<file path="config.mk">
export PLATFORM = sky130hd
export DESIGN_NAME = nc_ifetch_l2_adapter_flat
export DESIGN_NICKNAME = d
export VERILOG_FILES = /design/src/rtl/nc_ifetch_l2_adapter_if.sv /design/src/rtl/nc_ifetch_l2_adapter.sv /design/src/flat_wrapper.sv
export SDC_FILE = /design/constraint.sdc
export NUM_CORES = 1
export LEC_CHECK = 0
export CAP_MARGIN = 15
export CORE_MARGIN = 5
export CORE_UTILIZATION = 40
export CTS_CLUSTER_SIZE = 16
export DETAILED_ROUTE_END_ITERATION = 7
export HOLD_SLACK_MARGIN = 0.06
export PLACE_DENSITY_LB_ADDON = 0.2
export REMOVE_ABC_BUFFERS = 1
export SLEW_MARGIN = 10
export SYNTH_ARGS = -nofsm -noshare
export SYNTH_HDL_FRONTEND = slang
export SYNTH_SLANG_ARGS = --single-unit
</file>
<file path="constraint.sdc">
create_clock -name clk_i -period 2.1 [get_ports clk_i]
set_clock_uncertainty 0.05 [all_clocks]
set_input_delay 0.42 -clock clk_i [delete_from_list [all_inputs] [get_ports clk_i]]
set_output_delay 0.42 -clock clk_i [all_outputs]
set_load 0.005 [all_outputs]
</file>
<file path="src/rtl/nc_ifetch_l2_adapter_if.sv">
// Bus bundle between the NC bypass buffer, the L2/NoC read port and the adapter.
// The master modport is the adapter's view; slave is the surrounding fabric.
interface nc_ifetch_l2_adapter_if #(
    parameter int BEAT_W = 32,
    parameter int TID_W  = 2
);
    logic              nc_req_valid_i;
    logic [39:0]       nc_req_paddr_i;
    logic              l2_req_valid_o;
    logic              l2_req_ready_i;
    logic [39:0]       l2_req_paddr_o;
    logic [2:0]        l2_req_size_o;
    logic [TID_W-1:0]  l2_req_tid_o;
    logic              l2_resp_valid_i;
    logic [TID_W-1:0]  l2_resp_tid_i;
    logic [BEAT_W-1:0] l2_resp_data_i;
    logic              grant_valid_o;
    logic [63:0]       grant_data_o;
    logic              busy_o;
    logic              timeout_o;
    logic              drop_o;

    modport master (
        input  nc_req_valid_i, nc_req_paddr_i,
        output l2_req_valid_o, l2_req_paddr_o, l2_req_size_o, l2_req_tid_o,
        input  l2_req_ready_i,
        input  l2_resp_valid_i, l2_resp_tid_i, l2_resp_data_i,
        output grant_valid_o, grant_data_o, busy_o, timeout_o, drop_o
    );

    modport slave (
        output nc_req_valid_i, nc_req_paddr_i,
        input  l2_req_valid_o, l2_req_paddr_o, l2_req_size_o, l2_req_tid_o,
        output l2_req_ready_i,
        output l2_resp_valid_i, l2_resp_tid_i, l2_resp_data_i,
        input  grant_valid_o, grant_data_o, busy_o, timeout_o, drop_o
    );
endinterface

</file>
<file path="src/rtl/nc_ifetch_l2_adapter.sv">
// Converts a single-cycle non-cacheable fetch pulse into one tagged 8-byte L2 read,
// assembles the response beats into a line and returns it with a one-cycle grant.
module nc_ifetch_l2_adapter #(
    parameter int BEAT_W      = 32,
    parameter int TID_W       = 2,
    parameter int TIMEOUT_CYC = 1024
) (
    input  logic                    clk_i,
    input  logic                    rstn_i,
    nc_ifetch_l2_adapter_if.master  bus
);
    localparam int BEATS = 64 / BEAT_W;
    localparam int CNT_W = (BEATS > 1) ? $clog2(BEATS) : 1;
    localparam int TMR_W = (TIMEOUT_CYC > 1) ? $clog2(TIMEOUT_CYC) : 1;
    localparam bit TO_EN = (TIMEOUT_CYC != 0);
    localparam logic [CNT_W-1:0] CNT_LAST = CNT_W'(BEATS - 1);
    localparam logic [TMR_W-1:0] TMR_LAST = TMR_W'((TIMEOUT_CYC > 0) ? TIMEOUT_CYC - 1 : 0);

    localparam logic [1:0] ST_IDLE = 2'd0;
    localparam logic [1:0] ST_REQ  = 2'd1;
    localparam logic [1:0] ST_WAIT = 2'd2;
    localparam logic [1:0] ST_DONE = 2'd3;

    logic [1:0]       state_r;
    logic [1:0]       state_s;
    logic [TID_W-1:0] tid_r;
    logic [39:0]      paddr_r;
    logic [CNT_W-1:0] beat_cnt_r;
    logic [TMR_W-1:0] timer_r;
    logic [63:0]      line_r;
    logic [63:0]      line_merged_s;
    logic             grant_valid_r;
    logic [63:0]      grant_data_r;
    logic             timeout_r;
    logic             drop_r;
    logic             handshake_s;
    logic             beat_ok_s;
    logic             last_beat_s;
    logic             timeout_hit_s;
    logic             drop_s;

    // Beat qualification, timeout detection and line merge for the current cycle.
    always_comb begin
        handshake_s   = (state_r == ST_REQ) && bus.l2_req_ready_i;
        beat_ok_s     = (state_r == ST_WAIT) && bus.l2_resp_valid_i &&
                        (bus.l2_resp_tid_i == tid_r);
        last_beat_s   = beat_ok_s && (beat_cnt_r == CNT_LAST);
        // A last beat landing on the timeout cycle completes the line normally.
        timeout_hit_s = TO_EN && (state_r == ST_WAIT) && (timer_r == TMR_LAST) && !last_beat_s;
        drop_s        = bus.nc_req_valid_i && (state_r != ST_IDLE);
        line_merged_s = line_r;
        if (beat_ok_s) begin
            line_merged_s[int'(beat_cnt_r) * BEAT_W +: BEAT_W] = bus.l2_resp_data_i;
        end else begin
            line_merged_s = line_r;
        end
    end

    // Next-state selection.
    always_comb begin
        state_s = state_r;
        case (state_r)
            ST_IDLE: begin
                if (bus.nc_req_valid_i) begin
                    state_s = ST_REQ;
                end else begin
                    state_s = ST_IDLE;
                end
            end
            ST_REQ: begin
                if (handshake_s) begin
                    state_s = ST_WAIT;
                end else begin
                    state_s = ST_REQ;
                end
            end
            ST_WAIT: begin
                if (last_beat_s || timeout_hit_s) begin
                    state_s = ST_DONE;
                end else begin
                    state_s = ST_WAIT;
                end
            end
            ST_DONE: state_s = ST_IDLE;
            default: state_s = ST_IDLE;
        endcase
    end

    // Transaction state, line assembly and registered grant/status pulses.
    always_ff @(posedge clk_i or negedge rstn_i) begin
        if (!rstn_i) begin
            state_r       <= ST_IDLE;
            tid_r         <= '0;
            paddr_r       <= 40'd0;
            beat_cnt_r    <= '0;
            timer_r       <= '0;
            line_r        <= 64'd0;
            grant_valid_r <= 1'b0;
            grant_data_r  <= 64'd0;
            timeout_r     <= 1'b0;
            drop_r        <= 1'b0;
        end else begin
            state_r       <= state_s;
            grant_valid_r <= 1'b0;
            timeout_r     <= 1'b0;
            drop_r        <= drop_s;
            case (state_r)
                ST_IDLE: begin
                    if (bus.nc_req_valid_i) begin
                        paddr_r <= bus.nc_req_paddr_i;
                        tid_r   <= tid_r + TID_W'(1);
                    end
                end
                ST_REQ: begin
                    if (handshake_s) begin
                        beat_cnt_r <= '0;
                        timer_r    <= '0;
                        line_r     <= 64'd0;
                    end
                end
                ST_WAIT: begin
                    timer_r <= timer_r + TMR_W'(1);
                    if (beat_ok_s) begin
                        line_r     <= line_merged_s;
                        beat_cnt_r <= beat_cnt_r + CNT_W'(1);
                    end
                    if (last_beat_s || timeout_hit_s) begin
                        grant_valid_r <= 1'b1;
                        grant_data_r  <= line_merged_s;
                        timeout_r     <= timeout_hit_s;
                    end
                end
                ST_DONE: begin
                    grant_valid_r <= 1'b0;
                end
                default: begin
                    grant_valid_r <= 1'b0;
                end
            endcase
        end
    end

    assign bus.l2_req_valid_o = (state_r == ST_REQ);
    assign bus.l2_req_paddr_o = paddr_r;
    assign bus.l2_req_size_o  = 3'd3;
    assign bus.l2_req_tid_o   = tid_r;
    assign bus.grant_valid_o  = grant_valid_r;
    assign bus.grant_data_o   = grant_data_r;
    assign bus.busy_o         = (state_r != ST_IDLE);
    assign bus.timeout_o      = timeout_r;
    assign bus.drop_o         = drop_r;
endmodule
</file>
<file path="src/flat_wrapper.sv">
// flat-port wrapper written by rule: the top's interface ports become plain ports
module nc_ifetch_l2_adapter_flat 
#(
    parameter int BEAT_W      = 32,
    parameter int TID_W       = 2,
    parameter int TIMEOUT_CYC = 1024
)
  (clk_i, rstn_i, bus_nc_req_valid_i, bus_nc_req_paddr_i, bus_l2_req_valid_o, bus_l2_req_paddr_o, bus_l2_req_size_o, bus_l2_req_tid_o, bus_l2_req_ready_i, bus_l2_resp_valid_i, bus_l2_resp_tid_i, bus_l2_resp_data_i, bus_grant_valid_o, bus_grant_data_o, bus_busy_o, bus_timeout_o, bus_drop_o);
  nc_ifetch_l2_adapter_if #(.BEAT_W(BEAT_W), .TID_W(TID_W)) bus_i ();
  input  logic clk_i;
  input  logic rstn_i;
  input wire logic [$bits(bus_i.nc_req_valid_i)-1:0] bus_nc_req_valid_i;
  input wire logic [$bits(bus_i.nc_req_paddr_i)-1:0] bus_nc_req_paddr_i;
  output wire logic [$bits(bus_i.l2_req_valid_o)-1:0] bus_l2_req_valid_o;
  output wire logic [$bits(bus_i.l2_req_paddr_o)-1:0] bus_l2_req_paddr_o;
  output wire logic [$bits(bus_i.l2_req_size_o)-1:0] bus_l2_req_size_o;
  output wire logic [$bits(bus_i.l2_req_tid_o)-1:0] bus_l2_req_tid_o;
  input wire logic [$bits(bus_i.l2_req_ready_i)-1:0] bus_l2_req_ready_i;
  input wire logic [$bits(bus_i.l2_resp_valid_i)-1:0] bus_l2_resp_valid_i;
  input wire logic [$bits(bus_i.l2_resp_tid_i)-1:0] bus_l2_resp_tid_i;
  input wire logic [$bits(bus_i.l2_resp_data_i)-1:0] bus_l2_resp_data_i;
  output wire logic [$bits(bus_i.grant_valid_o)-1:0] bus_grant_valid_o;
  output wire logic [$bits(bus_i.grant_data_o)-1:0] bus_grant_data_o;
  output wire logic [$bits(bus_i.busy_o)-1:0] bus_busy_o;
  output wire logic [$bits(bus_i.timeout_o)-1:0] bus_timeout_o;
  output wire logic [$bits(bus_i.drop_o)-1:0] bus_drop_o;
  assign bus_i.nc_req_valid_i = bus_nc_req_valid_i;
  assign bus_i.nc_req_paddr_i = bus_nc_req_paddr_i;
  assign bus_l2_req_valid_o = bus_i.l2_req_valid_o;
  assign bus_l2_req_paddr_o = bus_i.l2_req_paddr_o;
  assign bus_l2_req_size_o = bus_i.l2_req_size_o;
  assign bus_l2_req_tid_o = bus_i.l2_req_tid_o;
  assign bus_i.l2_req_ready_i = bus_l2_req_ready_i;
  assign bus_i.l2_resp_valid_i = bus_l2_resp_valid_i;
  assign bus_i.l2_resp_tid_i = bus_l2_resp_tid_i;
  assign bus_i.l2_resp_data_i = bus_l2_resp_data_i;
  assign bus_grant_valid_o = bus_i.grant_valid_o;
  assign bus_grant_data_o = bus_i.grant_data_o;
  assign bus_busy_o = bus_i.busy_o;
  assign bus_timeout_o = bus_i.timeout_o;
  assign bus_drop_o = bus_i.drop_o;
  nc_ifetch_l2_adapter #(.BEAT_W(BEAT_W), .TID_W(TID_W), .TIMEOUT_CYC(TIMEOUT_CYC)) u_core (.clk_i(clk_i), .rstn_i(rstn_i), .bus(bus_i));
endmodule
</file>
==> results.txt, run 1 <==
----------------------------------------------------
[Drt]
  Vias/cell ... 5.28
  Top layer reached by signal wires ... met4
  Residual DRC ... 0
  Detailed-router iteration count before antenna repair ... 5
  Met2 wire length ... 9790 um
  Total number of vias ... around 6500
  Met1 WL ... 9530 um
  Final ANT Viol Nets ... 0
  Average routed wire per standard cell ... around 18 um
  Met3 wire length ... 1990 um
  DRC marker count from the first detailed-route iteration ... 414
  Routed wire length ... about 22000 um

[Finish]
  Flip-flop and latch area ... between 4000 and 5000 um^2
  Final nets ... between 1000 and 1500
  Fraction of final layout cells sized beyond drive strength 1 ... 12.7%
  Area growth syn-to-layout ... 38.2%
  Antenna diode count ... 0
  Area of all placed cells without fillers ... 11200 um^2
  Area of combinational cells with multiple inputs ... approximately 3200 um^2
  Non-filler cells, final ... about 1200
  End-of-flow core utilization ... 55.9%
  Leading cell types in the layout, fill and taps excluded ... sky130_fd_sc_hd__dfrtp_1, sky130_fd_sc_hd__clkdlybuf4s50_1, sky130_fd_sc_hd__nand2_1, sky130_fd_sc_hd__nand3_1, sky130_fd_sc_hd__a21oi_1
  Fillers ... 1736

[Critical path]
  Standard cell with the maximum stage delay on the critical path ... sky130_fd_sc_hd__dfrtp_1
  Required arrival time at the worst endpoint ... 1.63 ns
  Biggest cell delay along the critical path ... 0.42 ns
  WS Path Type ... reg -> out
  Critical Path Start Type ... flip-flop
  Arrival time at the worst endpoint ... 1.51 ns
  Crit Path Max Fanout ... 4
  Cells along the critical path ... inv_2 > ha_2 > inv_1 > dlygate4sd2_1
  CP Capture Type ... primary output

[Power and ir drop]
  Cell-internal power ... approximately 8300 uW
  Sw Ratio ... 29.3%
  Proportion of power drawn by the clock network ... 30.4%
  Combinational share of power ... 30.5%
  Portion of total power attributed to sequential cells ... 39.1%
  Peak supply drop ... a little under 0.0006 V
  Reported leakage power ... 0.00491 uW
  Power density over the cells ... 1050 nW/um^2
  Switching power ... 3450 uW

[Global route]
  Largest net degree at the start of global routing ... between 50 and 60
  Total global routing overflow ... 0
  Overall track demand over capacity in global routing ... 18.5%
  Antenna violations before repair ... 0
  Global-route wire length before repair ... 35300 um
  Number of global-route vias before repair ... 6468

[Logic synthesis]
  Post-synthesis adder-cell area fraction ... less than 1%
  Synthesized area per cell ... 10.8 um^2
  Proportion of netlist area held by the largest area contributor ... 57.2%
  Post-Synth XOR/XNOR Area ... 0.969%
  Top cells by area in the synthesized netlist ... sky130_fd_sc_hd__dfrtp_1, sky130_fd_sc_hd__mux2_2, sky130_fd_sc_hd__nand2_1, sky130_fd_sc_hd__nand3_1, sky130_fd_sc_hd__mux2i_1
  Synthesized instance count ... 754
  Compound-Gate Fraction of Synth Area ... 9.74%
  Combinational family with the most area after synthesis ... simple AND/OR/NAND/NOR gates
  Synth Warn # ... 0
  Post-synthesis sequential element count ... between 150 and 200
  Post-synthesis cell type with the largest combined area ... sky130_fd_sc_hd__dfrtp_1
  Sequential cell area fraction in the yosys report ... 57.2%
  Post-synthesis instance area ... 8140 um^2
  Count of cell types in the netlist ... 39
  Area fraction in and, or, nand and nor cells after synthesis ... approximately 18%
  Multiplexer fraction of the synthesized cell area ... 9.72%

[STA]
  Unrepaired setup endpoints after global routing ... false
  Number of slew-limit violations in the final report ... 0
  Setup violations, final ... 0
  Relative max-transition margin ... between 60% and 70%
  Min Tclk post-route ... slightly below 2 ns
  Tcrit/Tclk final ... between 90 and 100%
  Max Clock Freq ... roughly 500 MHz
  Number of failing hold endpoints at the final stage ... 0
  Least-Margin Pin Slew ... 0.506 ns
  Final hold slack ... 0.430 ns
  Worst Setup Slack, final ... roughly 0.12 ns

[Placed design]
  Weighted congestion reported at the end of routability-driven placement ... 0.748
  Placed Area ... ~11000 um^2
  HPWL Detailed ... 14500 um
  Worst slack after detailed placement ... -0.163 ns
  Instance count after placement with tap cells included ... 1193
  IO Port Bufs ... 189

[Flow run]
  Maxcap violations ... 0

[Clocking]
  TritonCTS clock tree ... done
  Clock Pin Slew Worst Setup and Hold Paths ... ~0.070 ns
  CTS Root Buffer Type ... sky130_fd_sc_hd__clkbuf_16
  Clock buffer count from CTS ... 17
  Clk sinks ... 186
  Source-to-sink clock delay at the later pin of the worst-skew pair ... approximately 0.42 ns
  H-Tree Depth ... 4
  Max Buffers Root-to-Sink ... 2

[Floorplan]
  I/O pin total ... 193
  Effective utilization at floorplan ... 40.5%
  Area of the die ... about 23000 um^2
  CORE AREA ... 20100 um^2
  Die width ... 153 um
  Vertical extent of the die ... approximately 150 um
  Number of rows in the core area ... 52

[Run status]
  Run status ... finished clean

[Hold path]
  HP Class ... in -> async

----------------------------------------------------
==> synth_stat cells <==
library cell	n
sky130_fd_sc_hd__a21oi_1	53
sky130_fd_sc_hd__nor3_4	1
sky130_fd_sc_hd__mux2_2	40
sky130_fd_sc_hd__conb_1	2
sky130_fd_sc_hd__o21a_1	1
sky130_fd_sc_hd__mux2i_1	34
sky130_fd_sc_hd__buf_6	7
sky130_fd_sc_hd__clkbuf_1	26
sky130_fd_sc_hd__xnor2_1	7
sky130_fd_sc_hd__ha_1	4
sky130_fd_sc_hd__nand2_1	101
sky130_fd_sc_hd__a31oi_1	22
sky130_fd_sc_hd__buf_4	6
sky130_fd_sc_hd__buf_1	8
sky130_fd_sc_hd__or3_1	2
sky130_fd_sc_hd__nor4_1	2
sky130_fd_sc_hd__nor2_1	38
sky130_fd_sc_hd__nand4_1	2
sky130_fd_sc_hd__a21o_1	2
sky130_fd_sc_hd__nand3_1	71
sky130_fd_sc_hd__and4_1	1
sky130_fd_sc_hd__and2_1	2
sky130_fd_sc_hd__buf_2	13
sky130_fd_sc_hd__nand4_2	1
sky130_fd_sc_hd__o31ai_1	1
sky130_fd_sc_hd__nor3_1	35
sky130_fd_sc_hd__nand3b_1	32
sky130_fd_sc_hd__o21ai_0	5
sky130_fd_sc_hd__xor2_1	2
sky130_fd_sc_hd__a32o_1	1
sky130_fd_sc_hd__inv_1	3
sky130_fd_sc_hd__nor2b_1	2
sky130_fd_sc_hd__o22a_1	1
sky130_fd_sc_hd__nand2_2	1
sky130_fd_sc_hd__nand2b_1	1
sky130_fd_sc_hd__dfrtp_1	186
sky130_fd_sc_hd__or4_1	1
sky130_fd_sc_hd__a22o_1	36
sky130_fd_sc_hd__nor4_4	1
==> registers in the layout, indices dropped and copies added, names as in the netlist, named ones only <==
register                   cells
u_core.beat_cnt_r              1
u_core.bus.drop_o              1
u_core.bus.grant_data_o       64
u_core.bus.grant_valid_o       1
u_core.bus.l2_req_paddr_o     40
u_core.bus.l2_req_tid_o        2
u_core.bus.timeout_o           1
u_core.line_r                 64
u_core.state_r                 1
u_core.timer_r                10
==> layer usage <==
layer | track usage, % | vias to the layer above
met1 | 24.5 | 3217
met2 | 28.4 | 211
met3 | 7.67 | 21
met4 | 4.50 | 0
met5 | 0 | -
li1 | - | 3032
==> final cells by class <==
type,count,share of cell area [%]
clock buffer,19,3.94
timing repair buffer,230,21.4
inverter,3,0.100
clock inverter,13,1.89
tap,270,3.00
sequential,186,41.4
multi-input combinational,506,28.3
==> worst max-delay path, delay by kind of cell, from the launching register on <==
family	cells	cell delay [ns]
buffers and inverters	3	0.45
flip-flops	1	0.42
adder cells (fa/ha/maj)	1	0.21
==> power by group through the flow <==
stage / combinational [uW] / sequential (uW) / clock (uW)
floorplan: 1390 / 4640 / 0
global placement: 3620 / 4640 / 0
detailed placement: 3640 / 4670 / 0
CTS: 3660 / 4610 / 3670
global route: 3950 / 4700 / 3810
finish: 3600 / 4600 / 3580
==> per-stage QoR <==
stage          setup TNS (ns)  power [uW]
3_5_place_dp            -6.85        8300
3_3_place_gp            -3.73        8260
6_report                    0       11800
2_1_floorplan         -312.09        6030
4_1_cts                     0       11900
5_1_grt                     0       12500
==> what timing repair did <==
item / 4_1_cts / 5_1_grt
buffers inserted: 0 / 1
hold buffers: 1 / 0
hold endpoints to repair: 33 / 0
setup endpoints to repair: 2 / 54
gates resized for setup: 3 / 3
==> worst paths after layout <==
kind | startpoint | end | cells past startpoint | slack, ns
min reg2reg | u_core.line_r[47]$_DFFE_PN0P_ | u_core.line_r[47]$_DFFE_PN0P_ | 1 | 0.45
min in group clk_i | u_core.line_r[47]$_DFFE_PN0P_ | u_core.line_r[47]$_DFFE_PN0P_ | 1 | 0.45
max | u_core.state_r[0]$_DFF_PN0_ | bus_busy_o | 4 | 0.12
max reg2reg | u_core.timer_r[0]$_DFFE_PN0P_ | u_core.bus.grant_data_o[3]$_DFFE_PN0P_ | 6 | 0.14
min | rstn_i | u_core.bus.grant_data_o[41]$_DFFE_PN0P_ | 2 | 0.43
max in group asynchronous | rstn_i | u_core.bus.l2_req_paddr_o[1]$_DFFE_PN0P_ | 3 | 0.93
==> logic make-up (layout without fill, tap and decap cells) <==
logic type / Yosys count / after routing
AO/OA/AOI/OAI: 122 / 122
XOR/XNOR: 9 / 9
adder cells (fa/ha/maj): 4 / 4
buffers and inverters: 63 / 265
flip-flops: 186 / 186
multiplexers: 74 / 74
other: 2 / 3
AND/OR/NAND/NOR: 294 / 294
Note: power is estimated with default switching activity, not from simulation.
==> inputs of run 2 (changes only) <==
- RECOVER_POWER: unset -> 50
- SLEW_MARGIN: 10 -> unset
==> results.txt, run 2 (synthesized netlist as in run 1, its figures left out) <==
----------------------------------------------------
[Run status]
  Run status ... finished clean

[STA]
  Number of failing hold endpoints at the final stage ... 0
  Setup total negative slack ... 0 ns
  Worst Setup Slack, final ... around 0.13 ns
  Least-Margin Pin Slew ... 0.999 ns
  Unrepaired setup endpoints after global routing ... false
  Setup violations, final ... 0
  Final hold slack ... approximately 0.45 ns
  Tcrit/Tclk final ... 93.9%
  Number of slew-limit violations in the final report ... 0
  Relative max-transition margin ... around 33%
  Min Tclk post-route ... 1.97 ns
  Max Clock Freq ... 507 MHz

[Floorplan]
  Effective utilization at floorplan ... approximately two fifths
  Die width ... around 150 um
  Area of the die ... 23300 um^2
  CORE AREA ... 20100 um^2
  I/O pin total ... 193
  Vertical extent of the die ... between 150 and 200 um
  Number of rows in the core area ... 52

[Drt]
  DRC marker count from the first detailed-route iteration ... 420
  Routed wire length ... 21600 um
  Average routed wire per standard cell ... approximately 18 um
  Detailed-router iteration count before antenna repair ... 5
  Total number of vias ... 6470
  Final ANT Viol Nets ... 0
  Residual DRC ... 0
  Vias/cell ... 5.27

[Finish]
  Fraction of final layout cells sized beyond drive strength 1 ... 12.6%
  Commonest non-fill, non-tap cell in the layout ... sky130_fd_sc_hd__dfrtp_1
  Leading cell types in the layout, fill and taps excluded ... sky130_fd_sc_hd__dfrtp_1, sky130_fd_sc_hd__clkdlybuf4s50_1, sky130_fd_sc_hd__nand2_1, sky130_fd_sc_hd__nand3_1, sky130_fd_sc_hd__a21oi_1
  Non-filler cells, final ... ~1200
  Antenna diode count ... 0
  Area of all placed cells without fillers ... between 10000 and 15000 um^2
  Final nets ... 1027
  Area growth syn-to-layout ... 37.7%

[Hold path]
  Number of cells on the worst hold path ... 1
  HP Class ... reg -> reg

[Clocking]
  Clock buffer count from CTS ... 17
  Clock Pin Slew Worst Setup and Hold Paths ... 0.07 ns
  Source-to-sink clock delay at the later pin of the worst-skew pair ... between 0.4 and 0.5 ns
  Max Buffers Root-to-Sink ... 2
  CTS Root Buffer Type ... sky130_fd_sc_hd__clkbuf_16
  Clk sinks ... 186
  TritonCTS clock tree ... done
  H-Tree Depth ... 4

[Global route]
  Overall track demand over capacity in global routing ... between 10% and 20%
  Largest net degree at the start of global routing ... 53
  Global-route wire length before repair ... around 35000 um
  Number of global-route vias before repair ... 6468
  Total global routing overflow ... 0
  Antenna violations before repair ... 0

[Critical path]
  Crit Path Max Fanout ... 4
  Arrival time at the worst endpoint ... 1.50 ns
  Cells along the critical path ... inv_2 > ha_2 > inv_1 > dlygate4sd2_1
  CP Capture Type ... primary output
  Standard cell with the maximum stage delay on the critical path ... sky130_fd_sc_hd__dfrtp_1
  Required arrival time at the worst endpoint ... 1.63 ns
  Critical Path Start Type ... flip-flop
  WS Path Type ... reg -> out
  Cells on worst reg2reg path ... 6
  Biggest cell delay along the critical path ... 0.42 ns

[Placed design]
  Weighted congestion reported at the end of routability-driven placement ... approximately 0.75
  IO Port Bufs ... 189
  HPWL Detailed ... 14500 um
  Instance count after placement with tap cells included ... 1193
  Placed Area ... 10600 um^2
  Worst slack after detailed placement ... -0.163 ns

[Flow run]
  Maxcap violations ... 0

[Power and ir drop]
  Reported leakage power ... 0.00487 uW
  Peak supply drop ... 0.000592 V
  Power density over the cells ... 1050 nW/um^2

----------------------------------------------------
-- run 2: cell count changes in the layout (fill, tap and decap cells not counted) --
cell | previous run | this run
sky130_fd_sc_hd__buf_4 | 24 | 23
sky130_fd_sc_hd__buf_12 | 16 | 13
sky130_fd_sc_hd__ha_1 | 1 | 2
sky130_fd_sc_hd__clkbuf_2 | 0 | 1
sky130_fd_sc_hd__ha_2 | 2 | 1
sky130_fd_sc_hd__buf_6 | 0 | 2
sky130_fd_sc_hd__clkdlybuf4s50_1 | 186 | 176
sky130_fd_sc_hd__clkbuf_8 | 2 | 1
sky130_fd_sc_hd__clkbuf_4 | 0 | 2
sky130_fd_sc_hd__dlygate4sd3_1 | 1 | 11
-- run 2: final timing paths --
kind | start | endpoint | slack [ns]
worst max register to register | u_core.timer_r[0]$_DFFE_PN0P_ | u_core.bus.grant_data_o[3]$_DFFE_PN0P_ | 0.14
min in group asynchronous | rstn_i | u_core.bus.grant_data_o[41]$_DFFE_PN0P_ | 0.65
max in group asynchronous | rstn_i | u_core.timer_r[0]$_DFFE_PN0P_ | 0.34
worst min register to register | u_core.line_r[42]$_DFFE_PN0P_ | u_core.line_r[42]$_DFFE_PN0P_ | 0.45
worst max-delay path | u_core.state_r[0]$_DFF_PN0_ | bus_busy_o | 0.13
worst min-delay path | u_core.line_r[42]$_DFFE_PN0P_ | u_core.line_r[42]$_DFFE_PN0P_ | 0.45
-- run 2: report_power, final --
group / leakage, uW / switching (uW) / internal (uW)
clock: 0.000316 / 1420 / 2160
sequential: 0.00233 / 401 / 4200
combinational: 0.00223 / 1630 / 1940
-- run 2: layer usage --
metal  part of all wire [%]  vias up  GRT usage [%]
li1                       -     3032              -
met1                     44     3200           24.5
met2                     46      219           28.4
met3                    9.6       19           7.67
met4                   0.97        0           4.50
met5                      0        -              0
-- run 2: cell type report --
cell class	count	area [um^2]
clock buffer	19	443
clock inverter	13	213
tap	270	338
inverter	3	11.3
multi-input combinational	506	3180
fill	1745	8900
timing repair buffer	230	2360
sequential	186	4650
-- run 2: repair_timing --
action	CTS	global route
hold endpoints to repair	33	0
hold buffers	1	0
setup buffers	0	1
endpoints found under the setup margin	2	54
resized for setup	3	3
cloned	0	0
-- run 2: stage by stage --
step           total power, uW  util (%)
3_3_place_gp              8260      52.5
4_1_cts                  11900      55.8
2_1_floorplan             6030         -
6_report                 11800      55.7
5_1_grt                  12400      55.7
3_5_place_dp              8300      52.5
-- run 2: critical path, delay by kind of cell (launching register included) --
| kind | cells | cell delay, ns |
|---|---|---|
| fa+ha+maj | 1 | 0.21 |
| buf+inv | 3 | 0.45 |
| flops | 1 | 0.42 |
==> inputs of run 3 (changes only) <==
- CTS_BUF_LIST: unset -> sky130_fd_sc_hd__clkbuf_4 sky130_fd_sc_hd__clkbuf_8
==> results.txt, run 3 (synthesized netlist as in run 1, its figures left out) <==
----------------------------------------------------
[Finish]
  Fillers ... approximately 1800
  Antenna diode count ... 0
  Area growth syn-to-layout ... 35.3%
  Area of combinational cells with multiple inputs ... 3170 um^2
  Fraction of final layout cells sized beyond drive strength 1 ... 12.7%
  Leading cell types in the layout, fill and taps excluded ... sky130_fd_sc_hd__dfrtp_1, sky130_fd_sc_hd__clkdlybuf4s50_1, sky130_fd_sc_hd__nand2_1, sky130_fd_sc_hd__nand3_1, sky130_fd_sc_hd__a21oi_1
  Flip-flop and latch area ... about 4700 um^2
  End-of-flow core utilization ... approximately 55%
  Final nets ... 1028
  Non-filler cells, final ... 1228

[STA]
  Least-Margin Pin Slew ... 0.982 ns
  Setup total negative slack ... 0 ns
  Worst Setup Slack, final ... 0.0900 ns
  Relative max-transition margin ... around 35%
  Min Tclk post-route ... ~2.0 ns
  Number of slew-limit violations in the final report ... 0
  Final hold slack ... 0.460 ns
  Max Clock Freq ... 498 MHz
  Setup violations, final ... 0
  Tcrit/Tclk final ... 95.7%
  Unrepaired setup endpoints after global routing ... true
  Number of failing hold endpoints at the final stage ... 0

[Power and ir drop]
  Proportion of power drawn by the clock network ... 25.7%
  Switching power ... 3370 uW
  Cell-internal power ... between 7000 and 8000 uW
  Sw Ratio ... 30.7%
  Reported leakage power ... 0.00481 uW
  Peak supply drop ... ~0.00058 V
  Portion of total power attributed to sequential cells ... 41.8%
  Combinational share of power ... 32.5%
  Power density over the cells ... 999 nW/um^2

[Critical path]
  WS Path Type ... reg -> out
  FF-to-FF setup slack ... 0.09 ns
  Arrival time at the worst endpoint ... 1.54 ns
  FF-to-FF Start ... u_core.state_r[0]$_DFF_PN0_
  Crit Path Max Fanout ... 3
  Critical Path Start Type ... flip-flop
  Required arrival time at the worst endpoint ... around 1.6 ns
  Beginning of the critical path ... u_core.state_r[0]$_DFF_PN0_
  CP Capture Type ... primary output

[Hold path]
  Hold Path Origin ... u_core.line_r[46]$_DFFE_PN0P_
  HP Class ... reg -> reg

[Placed design]
  Instance count after placement with tap cells included ... 1193
  HPWL Detailed ... 14500 um
  Worst slack after detailed placement ... -0.163 ns
  Weighted congestion reported at the end of routability-driven placement ... 0.748
  IO Port Bufs ... 189

[Global route]
  Number of global-route vias before repair ... 6461
  Antenna violations before repair ... 0
  Total global routing overflow ... 0
  Overall track demand over capacity in global routing ... 18.5%
  Largest net degree at the start of global routing ... 53
  Global-route wire length before repair ... 35300 um

[Clocking]
  CTS Root Buffer Type ... sky130_fd_sc_hd__clkbuf_8
  Max Buffers Root-to-Sink ... 2
  H-Tree Depth ... 4
  Clock Pin Slew Worst Setup and Hold Paths ... 0.09 ns
  Clk sinks ... 186
  Source-to-sink clock delay at the later pin of the worst-skew pair ... 0.47 ns
  TritonCTS clock tree ... done
  Clock buffer count from CTS ... 17

[Drt]
  DRC marker count from the first detailed-route iteration ... 412
  Vias/cell ... 5.26
  Detailed-router iteration count before antenna repair ... 7
  Average routed wire per standard cell ... ~17 um
  Residual DRC ... 0
  Routed wire length ... 21500 um
  Final ANT Viol Nets ... 0
  Total number of vias ... 6462

[Floorplan]
  Die width ... 153 um
  I/O pin total ... 193
  Vertical extent of the die ... 153 um
  Number of rows in the core area ... 52
  Effective utilization at floorplan ... 40.5%
  CORE AREA ... between 20000 and 25000 um^2
  Area of the die ... 23300 um^2

[Flow run]
  Maxcap violations ... 0

[Run status]
  Run status ... finished clean

----------------------------------------------------
-- run 3: layout make-up --
type	count	share of cell area, %
timing repair buffer	231	21.4
multi-input combinational	506	28.8
clock inverter	13	1.93
clock buffer	19	2.32
sequential	186	42.3
inverter	3	0.102
tap	270	3.07
-- run 3: timing repair --
action                                 CTS  global route
endpoints found under the hold margin   33             0
hold buffers                             1             0
resized for setup                        3             2
setup endpoints to repair                2            42
setup buffers                            1             1
-- run 3: metrics by stage --
stage	cell area [um^2]	power, uW
6_report	11000	11000
4_1_cts	11000	11200
5_1_grt	11000	11600
3_3_place_gp	10600	8260
3_5_place_dp	10600	8300
2_1_floorplan	7820	6030
-- run 3: layer usage --
layer / vias to the layer above / global-route usage, % / part of all wire (%)
met5: - / 0 / 0
met1: 3198 / 24.6 / 44
met2: 215 / 28.2 / 46
met3: 20 / 7.61 / 9.3
met4: 0 / 4.92 / 1.0
li1: 3029 / - / -
-- run 3: critical path: stages, from the launching register on --
cell                            delay [ns]
sky130_fd_sc_hd__dfrtp_1              0.39
sky130_fd_sc_hd__buf_4                0.14
sky130_fd_sc_hd__ha_1                 0.24
sky130_fd_sc_hd__dlygate4sd2_1        0.29
-- run 3: power by group through the flow --
stage	sequential [uW]	clock, uW	combinational, uW
6_report	4590	2820	3570
5_1_grt	4680	3040	3920
4_1_cts	4600	2890	3670
3_5_place_dp	4670	0	3640
3_3_place_gp	4640	0	3620
2_1_floorplan	4640	0	1390
-- run 3: worst paths after layout --
path,end,cells after the start
max,bus_l2_req_valid_o,3
min,u_core.line_r[46]$_DFFE_PN0P_,1
max reg2reg,u_core.bus.grant_data_o[26]$_DFFE_PN0P_,8
min reg2reg,u_core.line_r[46]$_DFFE_PN0P_,1
max in group asynchronous,u_core.bus.grant_data_o[43]$_DFFE_PN0P_,3
min in group asynchronous,u_core.bus.grant_data_o[41]$_DFFE_PN0P_,2
